===== config.mk =====
export PLATFORM = sky130hd
export DESIGN_NAME = palette_lut
export DESIGN_NICKNAME = d
export VERILOG_FILES = /design/src/rtl/palette_pkg.sv /design/src/rtl/palette_blink_timer.sv /design/src/rtl/palette_lut.sv
export SDC_FILE = /design/constraint.sdc
export NUM_CORES = 1
export LEC_CHECK = 0
export ABC_AREA = 1
export CAP_MARGIN = 0
export CORE_UTILIZATION = 30
export CTS_CLUSTER_DIAMETER = 150
export DETAILED_ROUTE_END_ITERATION = 10
export PLACE_DENSITY = 0.52
export SLEW_MARGIN = 20
export SYNTH_ARGS = -nofsm -noshare
export SYNTH_HDL_FRONTEND = slang
export SYNTH_SLANG_ARGS = --single-unit

===== constraint.sdc =====
create_clock -name clk -period 25.7 [get_ports clk]
set_clock_uncertainty 0.15 [all_clocks]
set_input_delay 3.855 -clock clk [delete_from_list [all_inputs] [get_ports clk]]
set_output_delay 3.855 -clock clk [all_outputs]
set_load 0.02 [all_outputs]

===== src/rtl/palette_pkg.sv =====
// Shared types and constants for the palette lookup: default palette contents,
// palette entry layout and the default blink half-period.
package palette_pkg;

  localparam int BLINK_FRAMES_DEFAULT = 30;
  localparam int DEF_RGB_W            = 24;
  localparam int DEF_ENTRIES          = 16;

  typedef struct packed {
    logic [DEF_RGB_W-1:0] colour;
    logic                 blink;
  } pal_entry_t;

  localparam logic [DEF_RGB_W-1:0] DEFAULT_PALETTE [DEF_ENTRIES] = '{
    24'hFFFFFF, 24'h4CFFFC, 24'h52BAC3, 24'h66989F,
    24'hAAA4AE, 24'h292E31, 24'h3A4342, 24'h000909,
    24'h8FDE5D, 24'h702A00, 24'hD56E45, 24'hBF6540,
    24'hFF6B97, 24'hFB8347, 24'h2F2A4B, 24'hE01F1F
  };

  // Entries beyond the built-in palette come up black with blink cleared.
  function automatic pal_entry_t default_entry(input int idx);
    pal_entry_t e;
    e.blink  = 1'b0;
    e.colour = '0;
    if (idx < DEF_ENTRIES) e.colour = DEFAULT_PALETTE[idx[3:0]];
    return e;
  endfunction

endpackage


===== src/rtl/palette_blink_timer.sv =====
// Frame counter that toggles the blink phase every BLINK_FRAMES frame strobes.
module palette_blink_timer
  import palette_pkg::*;
#(
  parameter int BLINK_FRAMES = BLINK_FRAMES_DEFAULT
) (
  input  logic clk,
  input  logic rst,
  input  logic frame_start_i,
  output logic blink_phase_o
);

  localparam int CNT_W = (BLINK_FRAMES > 1) ? $clog2(BLINK_FRAMES) : 1;
  localparam logic [CNT_W-1:0] LAST = CNT_W'(BLINK_FRAMES - 1);

  logic [CNT_W-1:0] cnt_q, cnt_d;
  logic             phase_q, phase_d;

  always_comb begin
    cnt_d   = cnt_q;
    phase_d = phase_q;
    if (frame_start_i) begin
      if (cnt_q == LAST) begin
        cnt_d   = '0;
        phase_d = ~phase_q;
      end else begin
        cnt_d = cnt_q + CNT_W'(1);
      end
    end
  end

  always_ff @(posedge clk or posedge rst) begin
    if (rst) begin
      cnt_q   <= '0;
      phase_q <= 1'b0;
    end else begin
      cnt_q   <= cnt_d;
      phase_q <= phase_d;
    end
  end

  assign blink_phase_o = phase_q;

endmodule


===== src/rtl/palette_lut.sv =====
// Double-buffered colour palette with a 2-stage pixel lookup pipeline;
// shadow writes are committed to the active bank on a frame strobe.
module palette_lut
  import palette_pkg::*;
#(
  parameter int IDX_W        = 4,
  parameter int RGB_W        = 24,
  parameter int BLINK_FRAMES = BLINK_FRAMES_DEFAULT
) (
  input  logic             clk,
  input  logic             rst,
  input  logic             pix_valid_i,
  input  logic             pix_active_i,
  input  logic [IDX_W-1:0] pix_idx_i,
  input  logic             frame_start_i,
  input  logic             wr_en_i,
  input  logic [IDX_W-1:0] wr_addr_i,
  input  logic [RGB_W-1:0] wr_data_i,
  input  logic             wr_blink_i,
  output logic [RGB_W-1:0] rgb_o,
  output logic             rgb_valid_o,
  output logic             pending_o
);

  localparam int DEPTH = 2 ** IDX_W;

  logic [RGB_W-1:0] active_col [DEPTH];
  logic             active_blk [DEPTH];
  logic             pending_q, pending_d;
  logic             commit;
  logic             blink_phase;

  assign commit = frame_start_i & pending_q;

  // A write in the commit cycle lands in shadow only, so pending must survive.
  always_comb begin
    pending_d = pending_q;
    if (wr_en_i)            pending_d = 1'b1;
    else if (frame_start_i) pending_d = 1'b0;
  end

  always_ff @(posedge clk or posedge rst) begin
    if (rst) pending_q <= 1'b0;
    else     pending_q <= pending_d;
  end

  generate
    for (genvar gi = 0; gi < DEPTH; gi++) begin : g_entry
      localparam pal_entry_t       RST_ENTRY = default_entry(gi);
      localparam logic [RGB_W-1:0] RST_COL   = RGB_W'(RST_ENTRY.colour);

      logic [RGB_W-1:0] sh_col_q, ac_col_q;
      logic             sh_blk_q, ac_blk_q;

      always_ff @(posedge clk or posedge rst) begin
        if (rst) begin
          sh_col_q <= RST_COL;
          sh_blk_q <= RST_ENTRY.blink;
        end else if (wr_en_i && (wr_addr_i == IDX_W'(gi))) begin
          sh_col_q <= wr_data_i;
          sh_blk_q <= wr_blink_i;
        end
      end

      // Commit copies the pre-write shadow value sampled at this edge.
      always_ff @(posedge clk or posedge rst) begin
        if (rst) begin
          ac_col_q <= RST_COL;
          ac_blk_q <= RST_ENTRY.blink;
        end else if (commit) begin
          ac_col_q <= sh_col_q;
          ac_blk_q <= sh_blk_q;
        end
      end

      assign active_col[gi] = ac_col_q;
      assign active_blk[gi] = ac_blk_q;
    end
  endgenerate

  palette_blink_timer #(
    .BLINK_FRAMES(BLINK_FRAMES)
  ) u_blink_timer (
    .clk          (clk),
    .rst          (rst),
    .frame_start_i(frame_start_i),
    .blink_phase_o(blink_phase)
  );

  logic             s1_valid_q, s1_active_q;
  logic [IDX_W-1:0] s1_idx_q;
  logic [RGB_W-1:0] rgb_q, rgb_d;
  logic             rgb_valid_q;

  // Lookup happens at the stage-2 edge, so it sees active as of that edge.
  always_comb begin
    rgb_d = '0;
    if (s1_valid_q && s1_active_q) begin
      if (active_blk[s1_idx_q] && blink_phase) rgb_d = active_col[0];
      else                                     rgb_d = active_col[s1_idx_q];
    end
  end

  always_ff @(posedge clk or posedge rst) begin
    if (rst) begin
      s1_valid_q  <= 1'b0;
      s1_active_q <= 1'b0;
      s1_idx_q    <= '0;
      rgb_q       <= '0;
      rgb_valid_q <= 1'b0;
    end else begin
      s1_valid_q  <= pix_valid_i;
      s1_active_q <= pix_active_i;
      s1_idx_q    <= pix_idx_i;
      rgb_q       <= rgb_d;
      rgb_valid_q <= s1_valid_q;
    end
  end

  assign rgb_o       = rgb_q;
  assign rgb_valid_o = rgb_valid_q;
  assign pending_o   = pending_q;

endmodule


==> metrics.txt <==
worst reg-to-reg path cell count=11; Die Footprint=118900 sq um; Req. time, crit path=26.14 ns; Multi-input gate area=12040 sq um; Routed Antenna Nets=0; Initial Util=0.3030; # IOs=65; Core ar.=116400 sq um; Comb power frac=0.151; CTS Buf Count=87; layout cells sized above 1=0.2682; setup TNS=0 ns; vias in the first global route=23740; HPWL Detailed=52570 um; Hold Path Class=reg2reg; Pre-Repair DR Iteration Count=5; FFs w/ async S/R, synth=1.000; Chip Height=344.8 um; Synth area leader=dfstp_2; first-pass GRT wire length=146500 um; post-synthesis sequential area ratio=0.6094; Worst Setup EP=s1_idx_q[2]; Slew Limit Fails=0; Synth Area in Compound Gates=0.07354; Final nets=3462; RD Place Congestion=0.7365; post-synthesis mux area share=0.1003; Setup WS pre-CTS=17.87 ns; Core Util, Final=0.3422; drt initial violations=1433; Worst-path clk slew=0.06 ns; RSZ-0062 raised after global routing=no; Yosys warnings=0; Synth Area in Adders=0.0007098; initial antenna violation count=6; Total GRT Usage=0.1601; register bit count reported by yosys=838; Worst-Margin Slew=1.119 ns; Tcrit/Tclk final=0.2736; critical path peak fanout=156; PnR worst setup slack=18.67 ns; GRT met2 Usage=0.2618; post-CTS setup repair buffer count=0; Synth Area in XOR/XNOR=0.0004969; commonest non-fill, non-tap cell in the layout=nand2_1; Post-synth EDFFs=0; DRC violations left=0; leakage power=17.50 nW; Critical Path Start=rst; Flop pwr share=0.508; Clk pwr share=0.341; via count=23670; fin crit period=7.031 ns; filler instances=11900; worst r2r src=s1_idx_q[0]; PwrDens=92.71 nW/um^2; kind of critical path=in2async; final setup vio count=0; maximum clock frequency=142.2 MHz; post-synthesis cell area=35250 sq um; internal power=0.002715 W; Startpoint Class=input port; r2r endpoint=rgb_o[9]; largest family of logic cells by synthesized area=simple AND/OR/NAND/NOR gates; critical path arrival=7.47 ns; maximum vdd ir drop=50.76 uV; Sink Count=838; GRT Max-Usage Layer=met2; Synth cell types=27; Cell Rows=125; CTS tree=yes; area delta synth->final=12.96%; WL per Instance=18.74 um; largest cells by area after synthesis=dfstp_2 31%, dfrtp_1 30%, nand2_1 11%; Die W=344.8 um; Final Routed Wirelength=94030 um; Clock Latency Late Sink=0.65 ns; Yosys top cell area share=0.3056; CTS resizes=0; Critical Path Max Stage Delay=0.85 ns; most frequent cells in the layout=1006 x nand2_1, 433 x o21ai_0, 424 x dfrtp_1; DR vias/cell=4.717; grt ovf=0; port bufs=64; met1 Use GR=0.2160; largest net degree at the start of global routing=183; Max H-tree Level=3; crit path cell chain=clkdlybuf4s50_1 > clkinvlp_4 > buf_4 > buf_12 > buf_4; met3 Resource Use GR=0.02210; Clock Tree Root=clkbuf_16; ANT cells=0; Mapped Cells=3471; status=completed; CTS Buffer Depth=3; reg-to-reg slack, setup=21.27 ns; Hold Startpoint=s1_valid_q; switching share of power=0.2645; Syn Area/Cell=10.16 sq um; Max-slew headroom=0.2541; Setup crit end kind=asynchronous set/reset pin; Main synth FF type=dfrtp_1; final number of hold-violating endpoints=0; critical path's slowest cell=buf_4; Synthesized Nets=3512; total of max-cap violations=0; # hold bufs at CTS=0; Simple-Gate Fraction of Synth Area=0.1648; register area=21490 sq um; Fin Hold WS=0.2925 ns; most used cell, CP=buf_4; Net Switching=0.0009765 W
## metrics by stage
| step | power [W] | cells | cell area (sq um) |
|---|---|---|---|
| floorplan | 0.002303 | 3471 | 35260 |
| global route | 0.003908 | 5018 | 39820 |
| detailed placement | 0.002463 | 4856 | 36950 |
| global placement | 0.002439 | 4856 | 36950 |
| CTS | 0.003743 | 5018 | 39820 |
| finish | 0.003692 | 5018 | 39820 |
## cell type report
type                    count  share of cell area
flip-flops and latches    838              0.5397
inverters                 124             0.01197
clock inverters            17            0.003488
multi-input cells        2258              0.3023
repair buffers            112             0.02608
clock buffers             145             0.06856
well taps                1524             0.04789
## synthesized netlist by cell type (17+ instances only)
cell type  number
a21oi_1        62
buf_2          68
buf_4          27
buf_6          24
clkbuf_1      118
dfrtp_1       428
dfstp_2       410
inv_1         119
mux2_2        314
nand2_1      1015
nand3_1       330
nor2_1         72
o21ai_0       433
o21ai_1        17
## registers in the layout, indices dropped and copies added, names as in the netlist
signal / cells
rgb_valid_o: 1
u_blink_timer.blink_phase_o: 1
s1_valid_q: 1
rgb_o: 24
u_blink_timer.cnt_q: 5
s1_active_q: 1
g_entry.sh_col_q: 384
s1_idx_q: 4
pending_o: 1
g_entry.sh_blk_q: 16
g_entry.ac_col_q: 384
g_entry.ac_blk_q: 16
## worst max-delay path: cells and delay by family
family | cells | cell delay [ns]
buffers and inverters | 5 | 3.28
## per-layer routing
metal / share of wire / wire (um)
met3: 0.039 / 3712
met1: 0.46 / 43580
met4: 0.031 / 2905
met5: 0.00057 / 54
met2: 0.47 / 43780
## power by group through the flow
stage,registers (W),clock network [W],logic [W]
after floorplan,0.00187,0,0.000436
after global placement,0.00189,0,0.000552
after detailed placement,0.00190,0,0.000567
after CTS,0.00188,0.00130,0.000569
after global routing,0.00192,0.00135,0.000638
final,0.00188,0.00126,0.000558
## kinds of logic (layout without fill, tap and decap cells)
group	after synthesis	after routing
DFF	838	838
adders and majority gates	2	2
buffers and inverters	375	398
AOI/OAI and AO/OA	516	516
muxes	314	314
and+or+nand+nor	1424	1424
xor gates and xnor gates	2	2
## how the worst min path moves through the flow
stage | endpoint | slack, ns | cells past startpoint
floorplan | rgb_valid_o | 0.20 | 0
global placement | rgb_valid_o | 0.30 | 0
detailed placement | rgb_valid_o | 0.30 | 0
CTS | rgb_valid_o | 0.30 | 0
global route | rgb_valid_o | 0.32 | 0
finish | rgb_valid_o | 0.29 | 0
No activity file was read; power rests on OpenSTA's default activity.
